[config.mk]
export PLATFORM = sky130hd
export DESIGN_NAME = uart_rx_fsm_flat
export DESIGN_NICKNAME = d
export VERILOG_FILES = /design/src/rtl/uart_rx_pkg.sv /design/src/rtl/uart_rx_fsm_if.sv /design/src/rtl/uart_rx_fsm.sv /design/src/flat_wrapper.sv
export SDC_FILE = /design/constraint.sdc
export NUM_CORES = 1
export LEC_CHECK = 0
export ABC_CLOCK_PERIOD_IN_PS = 2800
export BUFFER_PORTS_ARGS = -buffer_cell sky130_fd_sc_hd__buf_2
export CORE_MARGIN = 3
export CORE_UTILIZATION = 52
export CTS_CLUSTER_DIAMETER = 100
export DETAILED_ROUTE_END_ITERATION = 6
export GPL_TIMING_DRIVEN = 1
export PLACE_DENSITY = 0.78
export SLEW_MARGIN = 15
export SYNTH_ARGS = -nofsm -noshare
export SYNTH_HDL_FRONTEND = slang
export SYNTH_SLANG_ARGS = --single-unit
[constraint.sdc]
create_clock -name clk -period 2.8 [get_ports clk]
set_input_delay 0.56 -clock clk [delete_from_list [all_inputs] [get_ports clk]]
set_output_delay 0.56 -clock clk [all_outputs]
set_load 0.005 [all_outputs]
[src/rtl/uart_rx_pkg.sv]
// Shared types and constants for the UART receiver frame sequencer.
//   rx_state_e     : frame sequencer states
//   SMP_OFFSET     : sample-ready edge sits at prescale/2 + SMP_OFFSET
//   PRESCALE_*     : legal oversampling ratios
//   DATA_WIDTH_DEF : default data bits per frame
package uart_rx_pkg;

  typedef enum logic [2:0] {
    StIdle,
    StStart,
    StData,
    StParity,
    StStop
  } rx_state_e;

  localparam int unsigned SMP_OFFSET     = 2;
  localparam int unsigned PRESCALE_8     = 8;
  localparam int unsigned PRESCALE_16    = 16;
  localparam int unsigned PRESCALE_32    = 32;
  localparam int unsigned DATA_WIDTH_DEF = 8;

  function automatic logic prescale_legal(input int unsigned p);
    return (p == PRESCALE_8) || (p == PRESCALE_16) || (p == PRESCALE_32);
  endfunction

endpackage

[src/rtl/uart_rx_fsm_if.sv]
// Control bundle between the frame sequencer and the receiver datapath.
//   master : the frame sequencer (consumes line/counter/sampler status, drives enables and flags)
//   slave  : the datapath / environment side
// Inputs to the sequencer: rx_in, par_en, prescale, edge_count, bit_count, sampled_bit, par_err.
// Outputs: counter_enable, data_samp_en, deser_en, par_chk_en, data_valid, par_error,
// stp_error, busy.
interface uart_rx_fsm_if #(
  parameter int unsigned PRESCALE_W = 6,
  parameter int unsigned BIT_CNT_W  = 4
);
  logic                  rx_in;
  logic                  par_en;
  logic [PRESCALE_W-1:0] prescale;
  logic [PRESCALE_W-1:0] edge_count;
  logic [BIT_CNT_W-1:0]  bit_count;
  logic                  sampled_bit;
  logic                  par_err;

  logic                  counter_enable;
  logic                  data_samp_en;
  logic                  deser_en;
  logic                  par_chk_en;
  logic                  data_valid;
  logic                  par_error;
  logic                  stp_error;
  logic                  busy;

  modport master (
    input  rx_in, par_en, prescale, edge_count, bit_count, sampled_bit, par_err,
    output counter_enable, data_samp_en, deser_en, par_chk_en, data_valid, par_error,
           stp_error, busy
  );

  modport slave (
    output rx_in, par_en, prescale, edge_count, bit_count, sampled_bit, par_err,
    input  counter_enable, data_samp_en, deser_en, par_chk_en, data_valid, par_error,
           stp_error, busy
  );
endinterface

[src/rtl/uart_rx_fsm.sv]
// UART receiver frame sequencer. Detects the start edge, steps through start, data,
// optional parity and stop bits, checks start glitches and the stop bit, and flags frames.
// Ports:
//   clk : oversampling clock
//   rst : asynchronous active-high reset
//   bus : uart_rx_fsm_if.master control bundle (see interface header)
module uart_rx_fsm
  import uart_rx_pkg::*;
#(
  parameter int unsigned DATA_WIDTH = DATA_WIDTH_DEF,
  parameter int unsigned PRESCALE_W = 6,
  parameter int unsigned BIT_CNT_W  = 4
) (
  input logic          clk,
  input logic          rst,
  uart_rx_fsm_if.master bus
);

  rx_state_e             state_q, state_d;
  logic [PRESCALE_W-1:0] p_q, p_d;
  logic                  par_en_q, par_en_d;
  logic                  glitch_q, glitch_d;
  logic                  stop_bad_q, stop_bad_d;
  logic                  par_bad_q, par_bad_d;
  logic                  data_valid_q, data_valid_d;
  logic                  par_error_q, par_error_d;
  logic                  stp_error_q, stp_error_d;

  logic [PRESCALE_W-1:0] smp_edge, smp1_edge, end_edge;
  logic                  at_smp, at_smp1, at_end, last_data;

  // Edge markers derive from the prescale latched at frame start, so mid-frame
  // changes on the input cannot disturb a frame in progress.
  assign smp_edge  = (p_q >> 1) + PRESCALE_W'(SMP_OFFSET);
  assign smp1_edge = smp_edge + PRESCALE_W'(1);
  assign end_edge  = p_q - PRESCALE_W'(1);
  assign at_smp    = (bus.edge_count == smp_edge);
  assign at_smp1   = (bus.edge_count == smp1_edge);
  assign at_end    = (bus.edge_count == end_edge);
  assign last_data = (bus.bit_count == BIT_CNT_W'(DATA_WIDTH));

  always_comb begin
    state_d      = state_q;
    p_d          = p_q;
    par_en_d     = par_en_q;
    glitch_d     = glitch_q;
    stop_bad_d   = stop_bad_q;
    par_bad_d    = par_bad_q;
    data_valid_d = 1'b0;
    par_error_d  = par_error_q;
    stp_error_d  = stp_error_q;
    bus.deser_en   = 1'b0;
    bus.par_chk_en = 1'b0;

    unique case (state_q)
      StIdle: begin
        if (!bus.rx_in) begin
          state_d    = StStart;
          p_d        = bus.prescale;
          par_en_d   = bus.par_en;
          glitch_d   = 1'b0;
          stop_bad_d = 1'b0;
          par_bad_d  = 1'b0;
        end
      end
      StStart: begin
        if (at_smp) glitch_d = bus.sampled_bit;
        // A high mid-start sample means the falling edge was noise: drop the frame quietly.
        if (at_end) state_d = glitch_q ? StIdle : StData;
      end
      StData: begin
        bus.deser_en = at_smp;
        if (at_end && last_data) state_d = par_en_q ? StParity : StStop;
      end
      StParity: begin
        bus.par_chk_en = at_smp;
        // Checker result lands one cycle after its capture pulse.
        if (at_smp1) par_bad_d = bus.par_err;
        if (at_end) state_d = StStop;
      end
      StStop: begin
        if (at_smp) stop_bad_d = ~bus.sampled_bit;
        if (at_end) begin
          state_d      = StIdle;
          data_valid_d = ~stop_bad_q & ~par_bad_q;
          par_error_d  = par_bad_q;
          stp_error_d  = stop_bad_q;
        end
      end
      default: state_d = StIdle;
    endcase
  end

  always_ff @(posedge clk or posedge rst) begin
    if (rst) begin
      state_q      <= StIdle;
      p_q          <= '0;
      par_en_q     <= 1'b0;
      glitch_q     <= 1'b0;
      stop_bad_q   <= 1'b0;
      par_bad_q    <= 1'b0;
      data_valid_q <= 1'b0;
      par_error_q  <= 1'b0;
      stp_error_q  <= 1'b0;
    end else begin
      state_q      <= state_d;
      p_q          <= p_d;
      par_en_q     <= par_en_d;
      glitch_q     <= glitch_d;
      stop_bad_q   <= stop_bad_d;
      par_bad_q    <= par_bad_d;
      data_valid_q <= data_valid_d;
      par_error_q  <= par_error_d;
      stp_error_q  <= stp_error_d;
    end
  end

  // Only 8/16/32 give sensible edge markers; catch anything else at frame start.
  always_ff @(posedge clk) begin
    if (!rst && (state_q == StIdle) && !bus.rx_in) begin
      assert (prescale_legal(32'(bus.prescale)));
    end
  end

  assign bus.busy           = (state_q != StIdle);
  assign bus.counter_enable = bus.busy;
  assign bus.data_samp_en   = bus.busy;
  assign bus.data_valid     = data_valid_q;
  assign bus.par_error      = par_error_q;
  assign bus.stp_error      = stp_error_q;

endmodule
[src/flat_wrapper.sv]
// flat-port wrapper written by rule: the top's interface ports become plain ports
module uart_rx_fsm_flat import uart_rx_pkg::*;
#(
  parameter int unsigned DATA_WIDTH = DATA_WIDTH_DEF,
  parameter int unsigned PRESCALE_W = 6,
  parameter int unsigned BIT_CNT_W  = 4
)
  (clk, rst, bus_rx_in, bus_par_en, bus_prescale, bus_edge_count, bus_bit_count, bus_sampled_bit, bus_par_err, bus_counter_enable, bus_data_samp_en, bus_deser_en, bus_par_chk_en, bus_data_valid, bus_par_error, bus_stp_error, bus_busy);
  uart_rx_fsm_if #(.PRESCALE_W(PRESCALE_W), .BIT_CNT_W(BIT_CNT_W)) bus_i ();
  input logic clk;
  input logic rst;
  input wire logic [$bits(bus_i.rx_in)-1:0] bus_rx_in;
  input wire logic [$bits(bus_i.par_en)-1:0] bus_par_en;
  input wire logic [$bits(bus_i.prescale)-1:0] bus_prescale;
  input wire logic [$bits(bus_i.edge_count)-1:0] bus_edge_count;
  input wire logic [$bits(bus_i.bit_count)-1:0] bus_bit_count;
  input wire logic [$bits(bus_i.sampled_bit)-1:0] bus_sampled_bit;
  input wire logic [$bits(bus_i.par_err)-1:0] bus_par_err;
  output wire logic [$bits(bus_i.counter_enable)-1:0] bus_counter_enable;
  output wire logic [$bits(bus_i.data_samp_en)-1:0] bus_data_samp_en;
  output wire logic [$bits(bus_i.deser_en)-1:0] bus_deser_en;
  output wire logic [$bits(bus_i.par_chk_en)-1:0] bus_par_chk_en;
  output wire logic [$bits(bus_i.data_valid)-1:0] bus_data_valid;
  output wire logic [$bits(bus_i.par_error)-1:0] bus_par_error;
  output wire logic [$bits(bus_i.stp_error)-1:0] bus_stp_error;
  output wire logic [$bits(bus_i.busy)-1:0] bus_busy;
  assign bus_i.rx_in = bus_rx_in;
  assign bus_i.par_en = bus_par_en;
  assign bus_i.prescale = bus_prescale;
  assign bus_i.edge_count = bus_edge_count;
  assign bus_i.bit_count = bus_bit_count;
  assign bus_i.sampled_bit = bus_sampled_bit;
  assign bus_i.par_err = bus_par_err;
  assign bus_counter_enable = bus_i.counter_enable;
  assign bus_data_samp_en = bus_i.data_samp_en;
  assign bus_deser_en = bus_i.deser_en;
  assign bus_par_chk_en = bus_i.par_chk_en;
  assign bus_data_valid = bus_i.data_valid;
  assign bus_par_error = bus_i.par_error;
  assign bus_stp_error = bus_i.stp_error;
  assign bus_busy = bus_i.busy;
  uart_rx_fsm #(.DATA_WIDTH(DATA_WIDTH), .PRESCALE_W(PRESCALE_W), .BIT_CNT_W(BIT_CNT_W)) u_core (.clk(clk), .rst(rst), .bus(bus_i));
endmodule
==> metrics.csv <==
metric,value,unit
status,"complete, no violations",
Slew Limit Fails,0,
LEAKAGE,0.000608,uW
CTS tree,yes,
switching portion of total power,44.6,%
final hold vios,0,
r2r setup slk,0.45,ns
asr flop ratio synth,100,%
Critical Path AT,2.23,ns
combinational share of power,56.7,%
nets@finish,183,
"Clk pin slew, worst setup/hold paths",0.09,ns
PortBufs,29,
Clock Path Buffers,2,
Synth warnings,0,
mean post-synth cell area,9.69,um2
Tightest Pin Transition,0.627,ns
area occupied by registers,402,um2
multi-input logic area,726,um2
num ports,30,
fin cells,179,
worst r2r src,u_core.p_q[2],
maximum clock frequency,359,MHz
P_sw,558,uW
vias post-DR,1010,
setup TNS,0,ns
share of cells above drive strength 1,31.6,%
number of global-route vias before repair,950,
Worst EP required,2.24,ns
htree depth,1,
Placed Instances,173,
top cell type's share of synthesized area,33.9,%
power density over the cells,906,nW/um2
Rel. slew slack,58.1,%
Overall Global Routing Usage,20.4,%
Netlist cell types,34,
fin crit period,2.79,ns
drt pass-1 iters,4,
final wirelength,2680,um
Row Count,16,
total CTS buffers,3,
reg2reg path depth,8,
Initial Util,57.3,%
dpl hpwl,2160,um
worst vdd ir,0.000596,V
DRC Markers,0,
detailed-route vias per instance,5.64,
"Hold-fix buffers, CTS",0,
"Top FF cell, synth",dfrtp_1,
critical path class,register to output pin,
Max-cap violations,0,
final setup fails,0,
ant diodes,0,
DIE WIDTH,53.7,um
post-synth top area cell,dfrtp_1,
crit-path cells,"buf_4, ha_1, xor2_4, xnor2_1, nand4_1, buf_4, nor2_1, buf_2",
"EDFF count, synth",0,
die area,2880,um2
"Net Count, Synth",151,
cell area after layout,1380,um2
Final Cycle Share,99.5,%
Die Ht,53.7,um
pin count of the biggest net entering global routing,17,
Int Pwr,694,uW
clock power share,9.4,%
slowest library cell on the worst path,dfrtp_1,
RR Endpoint,u_core.glitch_q,
gr ovfl total,0,
CP Capture Type,output pin,
Seq pwr share,33.9,%
Syn Inst Count,122,
latest clock arrival within the worst-skew pair,0.28,ns
Area Overhead vs Synth,16.8,%
final RePlAce weighted congestion,0.868,
total power,1250,uW
DRT iter0 DRCs,16,
drt wl/cell,15.0,um
Area after DPL,1330,um2
Antenna Nets Post-Route,0,
register area share after synthesis,33.9,%
Most common cell on crit path,buf_4,
Hold Crit Class,primary input to async pin,
Synth area leaders,"dfrtp_1 34%, xnor2_1 8.1%, ha_1 7.4%, xor2_1 7.4%, mux2_2 4.8%",
synthesized cell area,1180,um2
#FFs+latches synth,16,
antenna violations before repair,0,
clock sinks,16,
Core Region,2060,um2
Fin Clk Skew,0.00480,ns
first-pass GRT wire length,4330,um
largest stage delay on the critical path,0.40,ns
fillers,179,
critical path launch point type,register,
CTS Root Buffer Type,clkbuf_4,
Crit Path Max Fanout,4,
[worst max-delay path by stage]
stage | from | to | slack, ns | cells past startpoint
after detailed placement | u_core.p_q[2] | bus_deser_en | 0.33 | 7
after global routing | u_core.p_q[3] | bus_par_chk_en | -0.03 | 8
final | u_core.p_q[2] | bus_par_chk_en | 0.01 | 8
after floorplan | u_core.p_q[2] | bus_deser_en | 0.62 | 6
after CTS | u_core.p_q[2] | bus_deser_en | 0.0009 | 7
after global placement | u_core.p_q[2] | bus_deser_en | 0.43 | 7
[power groups by stage]
stage                     Clock (uW)  Combinational (uW)  Sequential [uW]
final                            118                 710              424
after global routing             131                 795              436
after CTS                        122                 687              421
after detailed placement           0                 678              426
after global placement             0                 653              422
after floorplan                    0                 610              364
[final cells by class]
cell class                      instances  share of cell area, %
Tap cell                               27                   2.45
Multi-Input combinational cell         94                   52.5
Sequential cell                        16                   29.1
Inverter                                6                   1.63
Clock buffer                            3                   1.63
Timing Repair Buffer                   33                   12.7
[layer usage]
metal | vias to the layer above | share of wire [%] | GRT usage (%)
li1 | 483 | - | -
met4 | 0 | 1.5 | 6.38
met3 | 6 | 4.4 | 1.94
met5 | - | 0 | 0
met1 | 487 | 45 | 27.6
met2 | 34 | 49 | 34.1
[placed cells by master (no fill, tap or decap), drive strengths merged]
cell type	synthesis	routed
a311o	1	1
clkbuf	2	3
o221a	1	1
or3	3	3
nand4	1	1
nand3	9	9
a2111oi	1	1
or4	2	2
a21oi	2	2
nor2	4	4
or4b	1	1
xor2	11	11
nor4	1	1
nor4b	2	2
nand2b	2	2
xnor2	11	11
nand2	9	9
buf	4	33
o31ai	1	1
nor2b	2	2
dfrtp	16	16
nor3	3	3
mux2i	3	3
mux2	5	5
ha	7	7
nor3b	1	1
nand4b	2	2
inv	6	6
or2	1	1
o21ai	7	7
o21bai	1	1
[worst max-delay path: cells and delay by family (launching register included)]
kind / cells / cell delay (ns)
buffers and inverters: 3 / 0.48
adder cells (fa/ha/maj): 1 / 0.26
flip-flops: 1 / 0.40
XOR/XNOR: 2 / 0.46
AND/OR/NAND/NOR: 2 / 0.34
[cell families (layout without fill, tap and decap cells)]
logic type / after synthesis / in the layout / synth area share (%)
xor+xnor: 22 / 22 / 17.9
simple gates: 43 / 43 / 20.2
mux: 8 / 8 / 7.30
flops: 16 / 16 / 33.9
fa+ha+maj: 7 / 7 / 7.41
compound gates: 14 / 14 / 8.15
buf+inv: 12 / 42 / 5.18
[state kept, by name, summed over array words and instances (netlist names)]
register               cells
u_core.par_en_q            1
u_core.stop_bad_q          1
u_core.p_q                 6
u_core.bus.par_error       1
u_core.bus.data_valid      1
u_core.bus.stp_error       1
u_core.glitch_q            1
u_core.par_bad_q           1
u_core.state_q             3
[timing repair]
| item | CTS | global route |
|---|---|---|
| setup endpoints to repair | 0 | 2 |
| hold endpoints to repair | 0 | 0 |
| gates resized for setup | 0 | 3 |
| setup buffers | 0 | 3 |
[Yosys cell counts, types with 3 or more instances]
| cell | n |
|---|---|
| dfrtp_1 | 16 |
| xnor2_1 | 11 |
| xor2_1 | 10 |
| nand2_1 | 9 |
| nand3_1 | 9 |
| ha_1 | 7 |
| o21ai_0 | 7 |
| inv_1 | 6 |
| mux2_2 | 5 |
| nor2_1 | 4 |
| mux2i_1 | 3 |
| nor3_1 | 3 |
| or3_1 | 3 |
[through the flow]
stage	utilization (%)	hold WS (ns)	setup slack (ns)
2_1_floorplan	-	0.420	0.623
3_3_place_gp	64.5	0.465	0.425
3_5_place_dp	64.5	0.457	0.329
4_1_cts	65.6	0.367	0.000878
5_1_grt	67.0	0.395	-0.0320
6_report	67.0	0.346	0.0147
Note: power is estimated with default switching activity, not from simulation.
